==> config.mk <==
export PLATFORM = sky130hd
export DESIGN_NAME = life_generation_sequencer_flat
export DESIGN_NICKNAME = d
export VERILOG_FILES = /design/src/rtl/life_seq_if.sv /design/src/rtl/life_generation_sequencer.sv /design/src/flat_wrapper.sv
export SDC_FILE = /design/constraint.sdc
export NUM_CORES = 1
export LEC_CHECK = 0
export ABC_AREA = 1
export BUFFER_PORTS_ARGS = -buffer_cell sky130_fd_sc_hd__buf_2
export CAP_MARGIN = 10
export CORE_ASPECT_RATIO = 1.25
export CORE_MARGIN = 8
export CORE_UTILIZATION = 46
export CTS_CLUSTER_DIAMETER = 60
export DETAILED_ROUTE_END_ITERATION = 6
export PLACE_DENSITY = 0.76
export SLEW_MARGIN = 20
export SYNTH_ARGS = -nofsm -noshare
export SYNTH_HDL_FRONTEND = slang
export SYNTH_SLANG_ARGS = --single-unit
==> constraint.sdc <==
create_clock -name clk -period 1.7 [get_ports clk]
set_input_delay 0.34 -clock clk [delete_from_list [all_inputs] [get_ports clk]]
set_output_delay 0.34 -clock clk [all_outputs]
set_load 0.05 [all_outputs]
==> src/rtl/life_seq_if.sv <==
// life_seq_if: host/evaluator-facing signals of the Life generation sequencer.
interface life_seq_if #(parameter int IDX_W = 7, parameter int GEN_W = 16);
    logic             load_valid;
    logic [63:0]      load_board;
    logic             step;
    logic             run;
    logic             next_state;
    logic [IDX_W-1:0] cell_index;
    logic [63:0]      eval_board;
    logic [63:0]      board;
    logic             busy;
    logic             gen_done;
    logic [GEN_W-1:0] gen_count;
    modport master (
        output load_valid, load_board, step, run, next_state,
        input  cell_index, eval_board, board, busy, gen_done, gen_count
    );
    modport slave (
        input  load_valid, load_board, step, run, next_state,
        output cell_index, eval_board, board, busy, gen_done, gen_count
    );
endinterface

==> src/rtl/life_generation_sequencer.sv <==
// life_generation_sequencer: scans an 8x8 toroidal Life board through a registered
// single-cell evaluator and commits the whole next generation at once.
module life_generation_sequencer #(
    parameter int NUM_CELLS = 64,
    parameter int IDX_W     = 7,
    parameter int GEN_W     = 16
) (
    input logic       clk,
    input logic       rst,
    life_seq_if.slave bus
);
    typedef enum logic [1:0] {IDLE, SCAN, DRAIN, COMMIT} state_t;
    localparam logic [IDX_W-2:0] LAST = (IDX_W-1)'(NUM_CELLS - 1);
    state_t               state, state_nx;
    logic [IDX_W-2:0]     idx;
    logic [NUM_CELLS-1:0] board, shadow;
    logic [GEN_W-1:0]     gen;
    logic                 done;
    logic                 start;
    always_comb begin
        start    = state == IDLE && !bus.load_valid && (bus.step || bus.run);
        state_nx = state == IDLE  ? (start ? SCAN : IDLE) :
                   state == SCAN  ? (idx == LAST ? DRAIN : SCAN) :
                   state == DRAIN ? COMMIT :
                   (bus.run ? SCAN : IDLE);
    end
    always_ff @(posedge clk) begin
        if (rst) state <= IDLE;
        else     state <= state_nx;
    end
    // Evaluator output lags cell_index by one cycle, so SCAN writes the previous cell.
    always_ff @(posedge clk) begin
        if (rst) begin
            idx    <= '0;
            board  <= '0;
            shadow <= '0;
            gen    <= '0;
            done   <= 1'b0;
        end else begin
            done <= state == COMMIT;
            if (state == IDLE && bus.load_valid) begin
                board <= bus.load_board;
                gen   <= '0;
            end
            if (state != SCAN && state_nx == SCAN) idx <= '0;
            else if (state == SCAN && idx != LAST) idx <= idx + 1'b1;
            if (state == SCAN && idx != '0) shadow[idx - 1'b1] <= bus.next_state;
            if (state == DRAIN) shadow[LAST] <= bus.next_state;
            if (state == COMMIT) begin
                board <= shadow;
                gen   <= gen + 1'b1;
            end
        end
    end
    assign bus.cell_index = {1'b0, idx};
    assign bus.eval_board = board;
    assign bus.board      = board;
    assign bus.busy       = state != IDLE;
    assign bus.gen_done   = done;
    assign bus.gen_count  = gen;
endmodule
==> src/flat_wrapper.sv <==
// flat-port wrapper written by rule: the top's interface ports become plain ports
module life_generation_sequencer_flat 
#(
    parameter int NUM_CELLS = 64,
    parameter int IDX_W     = 7,
    parameter int GEN_W     = 16
)
  (clk, rst, bus_load_valid, bus_load_board, bus_step, bus_run, bus_next_state, bus_cell_index, bus_eval_board, bus_board, bus_busy, bus_gen_done, bus_gen_count);
  life_seq_if #(.IDX_W(IDX_W), .GEN_W(GEN_W)) bus_i ();
  input logic clk;
  input logic rst;
  input wire logic [$bits(bus_i.load_valid)-1:0] bus_load_valid;
  input wire logic [$bits(bus_i.load_board)-1:0] bus_load_board;
  input wire logic [$bits(bus_i.step)-1:0] bus_step;
  input wire logic [$bits(bus_i.run)-1:0] bus_run;
  input wire logic [$bits(bus_i.next_state)-1:0] bus_next_state;
  output wire logic [$bits(bus_i.cell_index)-1:0] bus_cell_index;
  output wire logic [$bits(bus_i.eval_board)-1:0] bus_eval_board;
  output wire logic [$bits(bus_i.board)-1:0] bus_board;
  output wire logic [$bits(bus_i.busy)-1:0] bus_busy;
  output wire logic [$bits(bus_i.gen_done)-1:0] bus_gen_done;
  output wire logic [$bits(bus_i.gen_count)-1:0] bus_gen_count;
  assign bus_i.load_valid = bus_load_valid;
  assign bus_i.load_board = bus_load_board;
  assign bus_i.step = bus_step;
  assign bus_i.run = bus_run;
  assign bus_i.next_state = bus_next_state;
  assign bus_cell_index = bus_i.cell_index;
  assign bus_eval_board = bus_i.eval_board;
  assign bus_board = bus_i.board;
  assign bus_busy = bus_i.busy;
  assign bus_gen_done = bus_i.gen_done;
  assign bus_gen_count = bus_i.gen_count;
  life_generation_sequencer #(.NUM_CELLS(NUM_CELLS), .IDX_W(IDX_W), .GEN_W(GEN_W)) u_core (.clk(clk), .rst(rst), .bus(bus_i));
endmodule
# Yosys cells after proc, flatten, opt, wreduce, memory -nomap -nowiden
# Index checks and enable logic that the tools add are counted.
word_totals:
  out_inout_bits: 153
  ff_bits: 153
op_classes:
  eq_ne: 7
  n_addsub: 3
  n_reduce_logical: 15
  order_cmp: 2
  n_mux: 15
op_table:
  columns: ["op", "n"]
  rows:
  - ["64-bit two-way mux", 3]
  - ["64-bit bitwise mux", 1]
  - ["16-bit two-way mux", 2]
  - ["16-bit by 1-bit adder with 16-bit output, second input constant", 1]
  - ["2-bit two-way mux", 4]
  - ["1-bit logical AND", 7]
  - ["6-bit by 7-bit less-than comparator with 1-bit output, second input constant", 1]
  - ["6-bit by 1-bit adder with 6-bit output, second input constant", 1]
  - ["1-bit demux with 6-bit select", 1]
  - ["6-bit equality test, second input constant", 1]
  - ["6-bit by 1-bit greater-or-equal comparator with 1-bit output, second input constant", 1]
  - ["6-bit != test, second input constant", 1]
  - ["2-bit nonzero test", 3]
  - ["6-bit nonzero test", 1]
  - ["6-bit by 1-bit subtractor with 6-bit output, second input constant", 1]
  - ["2-bit by 1-bit equality test with 1-bit output, second input constant", 2]
  - ["2-bit equality test, second input constant", 2]
  - ["1-bit two-way mux", 4]
  - ["2-bit zero test", 1]
  - ["2-bit by 1-bit != test with 1-bit output, second input constant", 1]
  - ["2-bit OR reduction", 1]
  - ["1-bit zero test", 1]
  - ["1-bit logical OR", 1]

# Longest topological paths before layout
# Gate-level depths: netlist of run 1.
logic_depth:
  depth_word: 8
  mapped_depth: 14
  depth_no_buf: 13

# Worst setup path before layout of run 1
# OpenSTA, ideal clock, no wires.
synth_path:
  kind: "register to register"
  from: "register u_core.idx[0]"
  to: "register u_core.shadow[42]"
  required_ns: 1.587
  path_buffers: 0
  arrival_ns: 2.012
  period_less_slack_ns: 2.125
  path_stages_with_launch: 13
  setup_slack_ns: -0.425
  path_cell_list: "dfxtp_1 -> inv_2 -> ha_1 -> nand2_1 -> nand2_1 -> nand2_2 -> inv_2 -> nor2_4 -> nand2_2 -> nor2_1 -> nand2_1 -> nand2_1 -> nor2_1"
synth_between:
  elab_chain_len: 6
synth_rtl:
  columns: ["item", "line_no", "rtl"]
  rows:
  - ["from (decl)", "life_generation_sequencer.sv:15", "logic [IDX_W-2:0] idx;"]
  - ["from (signal assigned)", "life_generation_sequencer.sv:46", "else if (state == SCAN && idx != LAST) idx <= idx + 1'b1;"]
  - ["6-bit by 1-bit subtractor with 6-bit output", "life_generation_sequencer.sv:47", "if (state == SCAN && idx != '0) shadow[idx - 1'b1] <= bus.next_state;"]
  - ["6-bit by 7-bit less-than comparator with 1-bit output (not written as such) / 6-bit by 1-bit greater-or-equal comparator with 1-bit output (equally long branches)", "life_generation_sequencer.sv:47", null]
  - ["1-bit logical AND (not written as such)", "life_generation_sequencer.sv:47", null]
  - ["1-bit two-way mux (not written as such)", "life_generation_sequencer.sv:47", null]
  - ["1-bit demux with 6-bit select", null, null]
  - ["64-bit bitwise mux", "life_generation_sequencer.sv:47", null]
  - ["to (signal, indexed assignment)", "life_generation_sequencer.sv:47", null]
  - ["to (signal, indexed assignment)", "life_generation_sequencer.sv:48", "if (state == DRAIN) shadow[LAST] <= bus.next_state;"]
  - ["to (decl)", "life_generation_sequencer.sv:16", "logic [NUM_CELLS-1:0] board, shadow;"]
# Parallel ways exist; a longest one is shown, timed or not.
# A chain may end at the register's enable or synchronous reset.

# Worst setup path in the final report of run 1
layout_path:
  from: "register u_core.idx[0]"
  to: "register u_core.shadow[35]"
# Same word-level chain as after synthesis.

==> flow_metrics.py, run 1 <==
metrics = {
    "clocking": {
        "tritoncts": "built",
        "cts_root_buffer": "clkbuf_16",
        "cts_buffer_depth": 2,
        "cts_hold_buf": 0,
        "htreeDepth": 4,
        "numCtsBuffers": 17,
        "cts_sinks": 153,
        "clk_latency_ns": 0.42,
        "clk_pin_slew_ns": 0.06,
    },
    "sta": {
        "setup_tns_ns": -0.131,
        "clock_skew_ns": 0.00675,
        "finalCritPeriodShare": 1.02,
        "fmax_mhz": 577,
        "finalHoldViolCount": 0,
        "slew_viol_final": 0,
        "period_minus_slack_ns": 1.73,
        "setup_violations": 7,
        "setup_ws_ns": -0.0336,
        "rsz0062_at_grt": "true",
    },
    "critical_path": {
        "worstPathMaxFanout": 7,
        "reg2reg_depth": 12,
        "regToRegEndpoint": "u_core.shadow[35]",
        "worstPathRequired_ns": 2.02,
        "worstReg2RegStart": "u_core.idx[0]",
        "startpoint_type": "flop",
        "ff2ff_setup_slack_ns": -0.03,
        "arrival_ns": 2.06,
        "crit_path_end_kind": "flop",
        "path_class": "flop to flop",
        "worstSetupStartpoint": "u_core.idx[0]",
        "worstSetupEndpoint": "u_core.shadow[35]",
    },
    "grt": {
        "track_usage": 0.199,
        "antenna_found_initial": 0,
        "grt_remaining_overflow": 0,
        "grt_max_degree": 71,
        "grt_pass1_wl_um": 31800,
        "grt_pass1_vias": 6364,
    },
    "routing": {
        "route.met2.wl_um": 10700,
        "post-route-drc-count": 0,
        "wirelength_um": 21600,
        "wl_met3_um": 1350,
        "wl_per_cell_um": 15.8,
        "wl_met1_um": 9020,
        "drtAntennaViolNets": 0,
        "drtPass1Iterations": 5,
        "viasPerCell": 5.08,
        "drtIter0Drc": 372,
        "top_layer": "met4",
        "vias": 6946,
    },
    "die": {
        "num_io_pins": 223,
        "core_area_mm2": 0.0154,
        "start_util": 0.463,
        "die_x_um": 127,
        "row_count": 51,
        "die_y_um": 155,
        "die_area_mm2": 0.0197,
    },
    "flow_run": {
        "timing.max_cap.violations": 0,
    },
    "logic_synthesis": {
        "synthTopCellsByArea": "dfxtp_1 (43%), nor2_1 (16%), o221ai_1 (7.8%)",
        "syn-cell-area_mm2": 0.00711,
        "synth_top_area_frac": 0.431,
        "avgSynthCellArea_um2": 7.41,
        "yosysWarnings": 0,
        "syn_inst": 960,
        "syn-num-nets": 1034,
        "synth_edf_count": 0,
        "async_flop_share": 0,
        "synth_top_cell_by_area": "dfxtp_1",
        "ys_types": 36,
        "yosysSeqAreaShare": 0.431,
        "yosys_most_used_dff": "dfxtp_1",
        "synth_seq_cells": 153,
    },
    "place": {
        "detailedPlace.worstSlack_ns": -0.0392,
        "placed_cell_area_mm2": 0.00824,
        "gp_congestion": 0.891,
        "dp_hpwl_um": 14700,
        "port_buffers": 221,
    },
    "power": {
        "p_per_area_mw_per_mm2": 1030,
        "p_leak_nw": 4.09,
        "vdd_drop_max_mv": 0.546,
    },
    "final_layout": {
        "layout_common_cells": "nor2_1 (259), buf_2 (220), dfxtp_1 (143)",
        "diodes": 0,
        "final_nets": 1216,
        "area_growth_pct": 31.8,
        "layout_commonest_cell": "nor2_1",
        "final_layout_size_suffix_gt1_frac": 0.360,
        "fin_area_mm2": 0.00937,
    },
    "run_status": {
        "violations": "negative setup slack",
        "status": "complete, but fails checks",
    },
    "worst_hold_path": {
        "min_path_type": "input pin to flop",
    },
}
[worst min-delay path by stage]
stage / startpoint / endpoint / cells after the start
3_3_place_gp: u_core.bus.gen_count[0] / u_core.bus.gen_count[0] / 1
3_5_place_dp: u_core.bus.gen_count[0] / u_core.bus.gen_count[0] / 1
5_1_grt: bus_load_board[63] / u_core.bus.board[63] / 3
6_report: bus_load_board[63] / u_core.bus.board[63] / 3
2_1_floorplan: u_core.shadow[39] / u_core.shadow[39] / 2
4_1_cts: bus_load_board[63] / u_core.bus.board[63] / 3
[critical path, stage by stage (launching register included)]
cell and delay [ns]:
dfxtp_4 0.39, inv_8 0.06, ha_4 0.17, nand2_2 0.07, nand2_2 0.06, nand2_4 0.11, inv_6 0.04, nor2_4 0.25
nand2_4 0.17, nor2_2 0.14, nand2_1 0.06, nand2_1 0.07, nor2_1 0.04
[state kept, by name, indices dropped and copies added, names as in the netlist]
signal                cells
u_core.bus.gen_count     16
u_core.shadow            64
u_core.bus.board         64
u_core.state              2
u_core.bus.gen_done       1
u_core.idx                6
[what timing repair did]
item | 4_1_cts | 5_1_grt
pin swaps | 1 | 21
resized for setup | 5 | 111
buffers inserted | 0 | 11
hold endpoints to repair | 0 | 0
cloned | 0 | 4
endpoints found under the setup margin | 11 | 73
[cells in the mapped netlist (all sizes together) (2+ instances only)]
cell and number:
nand3 22, ha 4, dfxtp 153, nand4 2, a21oi 15, inv 41
xor2 5, buf 91, a31oi 2, nor2 302, o221ai 63, o311a 2
nor3 39, nand2 129, clkbuf 31, o21ai 43, and3 4, o22ai 5
[report_power, final]
| group | switching (mW) | total (mW) | internal, mW |
|---|---|---|---|
| logic | 1.61 | 2.17 | 0.557 |
| registers | 0.0968 | 3.82 | 3.72 |
| clock network | 1.52 | 3.69 | 2.16 |
[stage by stage]
| step | cells | hold WS [ns] | power, mW | utilization |
|---|---|---|---|---|
| final | 1366 | 0.189 | 9.68 | 0.610 |
| after global placement | 1320 | 0.438 | 5.88 | 0.536 |
| after floorplan | 960 | 0.440 | 5.53 | - |
| after detailed placement | 1320 | 0.456 | 5.91 | 0.536 |
| after CTS | 1351 | 0.176 | 9.56 | 0.573 |
| after global routing | 1366 | 0.205 | 10.0 | 0.610 |
[cell type report]
class | count | area [um2]
clock inverter | 10 | 91.3
clock buffer | 21 | 480
tap | 212 | 265
sequential | 153 | 3090
inverter | 41 | 174
multi-input combinational | 648 | 3550
fill | 1368 | 6000
timing repair buffer | 281 | 1720
[cell families after synthesis]
| kind of cell | after synthesis | share of synthesized area |
|---|---|---|
| AOI/OAI and AO/OA | 135 | 0.133 |
| xor gates and xnor gates | 5 | 0.0114 |
| adders and majority gates | 4 | 0.00704 |
| buffers and inverters | 163 | 0.127 |
| DFF | 153 | 0.431 |
| other | 1 | 0.000527 |
| and+or+nand+nor | 499 | 0.290 |
[routing by layer]
layer / global-route usage / vias to the layer above
met2: 0.347 / 240
met5: 0 / -
li1: - / 3484
met1: 0.226 / 3194
met3: 0.0514 / 28
met4: 0.0818 / 0
(Power assumes the default switching activity.)
==> inputs of run 2 (changes only) <==
--- a/config.mk
+++ b/config.mk
@@ -13,7 +13,7 @@
 export CORE_UTILIZATION = 46
 export CTS_CLUSTER_DIAMETER = 60
 export DETAILED_ROUTE_END_ITERATION = 6
-export PLACE_DENSITY = 0.76
+export PLACE_DENSITY = 0.84
 export SLEW_MARGIN = 20
 export SYNTH_ARGS = -nofsm -noshare
 export SYNTH_HDL_FRONTEND = slang
==> run 2 against run 1 <==
Effect of this change:
- the run now ends clean
- non-clock buffer count shrank 11
- clock power up 3%
- utilization fell by 0.85 points
- via count grew 0.39%
- combinational power is 2% lower
- die area unchanged
- sequential power about the same
- global-route usage barely moved
- largest cell class unchanged
- fmax is 2.4% higher
- setup slack improved by 0.041 ns
==> flow_metrics.py, run 2 (same netlist as run 1, synthesis figures left out) <==
metrics = {
    "routing": {
        "vias": 6973,
        "drtPass1Iterations": 5,
        "viasPerCell": 5.14,
        "drtIter0Drc": 420,
        "wl_per_cell_um": 15.6,
        "post-route-drc-count": 0,
        "drtAntennaViolNets": 0,
        "wirelength_um": 21200,
    },
    "critical_path": {
        "max_stage_delay_ns": 0.37,
        "startpoint_type": "flop",
        "cpMaxStageDelayCell": "dfxtp_4",
        "regToRegEndpoint": "u_core.shadow[42]",
        "cpMostUsedCell": "nand2_1",
        "crit_path_end_kind": "flop",
        "path_class": "flop to flop",
        "worstReg2RegStart": "u_core.idx[0]",
        "ff2ff_setup_slack_ns": 0.007,
        "reg2reg_depth": 11,
        "cp_cell_sequence": "inv_8, buf_6, nand3_1, nand2_1, nand2_4, nor2_4, nand2_4, nor2_2, nand2_1, nand2_1, nor2_1",
        "arrival_ns": 2.02,
        "worstSetupStartpoint": "u_core.idx[0]",
        "worstPathRequired_ns": 2.03,
        "worstPathMaxFanout": 7,
        "worstSetupEndpoint": "u_core.shadow[42]",
    },
    "sta": {
        "period_minus_slack_ns": 1.69,
        "whs_ns": 0.182,
        "finalCritPeriodShare": 0.996,
        "slew_viol_final": 0,
        "rsz0062_at_grt": "true",
        "clock_skew_ns": 0.00611,
        "fmax_mhz": 591,
        "setup_ws_ns": 0.00720,
        "setup_violations": 0,
        "finalHoldViolCount": 0,
    },
    "grt": {
        "track_usage": 0.199,
        "grt_pass1_wl_um": 31800,
        "grt_max_degree": 71,
        "antenna_found_initial": 0,
        "grt_remaining_overflow": 0,
        "grt_pass1_vias": 6432,
    },
    "place": {
        "detailedPlace.worstSlack_ns": -0.116,
        "gp_congestion": 0.908,
        "dp_hpwl_um": 14800,
        "port_buffers": 221,
    },
    "clocking": {
        "cts_root_buffer": "clkbuf_16",
        "clk_latency_ns": 0.43,
        "cts_sinks": 153,
        "tritoncts": "built",
        "numCtsBuffers": 17,
        "htreeDepth": 4,
        "cts_buffer_depth": 2,
        "clk_pin_slew_ns": 0.06,
    },
    "final_layout": {
        "final_layout_size_suffix_gt1_frac": 0.351,
        "diodes": 0,
        "final_nets": 1205,
        "layout_common_cells": "nor2_1 (261), buf_2 (220), dfxtp_1 (143)",
        "layout_commonest_cell": "nor2_1",
        "area_growth_pct": 29.9,
    },
    "flow_run": {
        "timing.max_cap.violations": 0,
    },
    "die": {
        "core_area_mm2": 0.0154,
        "row_count": 51,
        "die_y_um": 155,
        "die_area_mm2": 0.0197,
        "num_io_pins": 223,
        "die_x_um": 127,
        "start_util": 0.463,
    },
    "power": {
        "p_per_area_mw_per_mm2": 1050,
        "finalPower_mw": 9.74,
        "vdd_drop_max_mv": 0.555,
        "p_leak_nw": 4.04,
    },
    "run_status": {
        "status": "finished clean",
    },
    "worst_hold_path": {
        "min_path_type": "input pin to flop",
    },
}
run 2: routing by layer:
metal  vias up  GRT usage  routed length (um)
met3        42     0.0479                1170
li1       3466          -                   -
met1      3225      0.226                8740
met2       240      0.350               10700
met5         -          0                   0
met4         0     0.0829                 584
run 2: critical path: cells and delay by family, from the launching register on:
kind	cells	cell delay (ns)
buffers and inverters	2	0.21
and+or+nand+nor	9	1.01
DFF	1	0.37
run 2: power breakdown:
part	switching [mW]	total [mW]	internal, mW
sequential	0.0975	3.82	3.72
combinational	1.59	2.12	0.525
clock	1.61	3.80	2.19
total	3.30	9.74	6.44
run 2: area by class of cell:
| cell class | count | area, um2 |
|---|---|---|
| Multi-Input combinational cell | 648 | 3500 |
| Sequential cell | 153 | 3080 |
| Clock inverter | 15 | 168 |
| Fill cell | 1316 | 6140 |
| Timing Repair Buffer | 270 | 1630 |
| Clock buffer | 17 | 425 |
| Tap cell | 212 | 265 |
| Inverter | 41 | 171 |
run 2: how the worst min path moves through the flow:
| stage | start | end | slack (ns) | depth (start not counted) |
|---|---|---|---|---|
| after global routing | bus_load_board[63] | u_core.bus.board[63] | 0.20 | 3 |
| after global placement | u_core.bus.gen_count[0] | u_core.bus.gen_count[0] | 0.44 | 1 |
| final | bus_load_board[63] | u_core.bus.board[63] | 0.18 | 3 |
| after floorplan | u_core.shadow[39] | u_core.shadow[39] | 0.44 | 2 |
| after CTS | bus_load_board[63] | u_core.bus.board[63] | 0.16 | 3 |
| after detailed placement | u_core.bus.gen_count[0] | u_core.bus.gen_count[0] | 0.45 | 1 |
run 2: metrics by stage:
stage               utilization  TNS, ns  cells  area [um2]
floorplan                     -   -0.234    960        7150
global placement          0.532        0   1315        8190
detailed placement        0.532    -1.02   1315        8190
CTS                       0.572        0   1347        8800
global route              0.601    -1.98   1356        9240
finish                    0.601        0   1356        9240
run 2: what timing repair did:
action / 4_1_cts / 5_1_grt
resized for setup: 6 / 103
setup endpoints to repair: 36 / 65
hold buffers: 0 / 0
setup buffers: 0 / 5
pin swaps: 0 / 16
cloned: 0 / 4
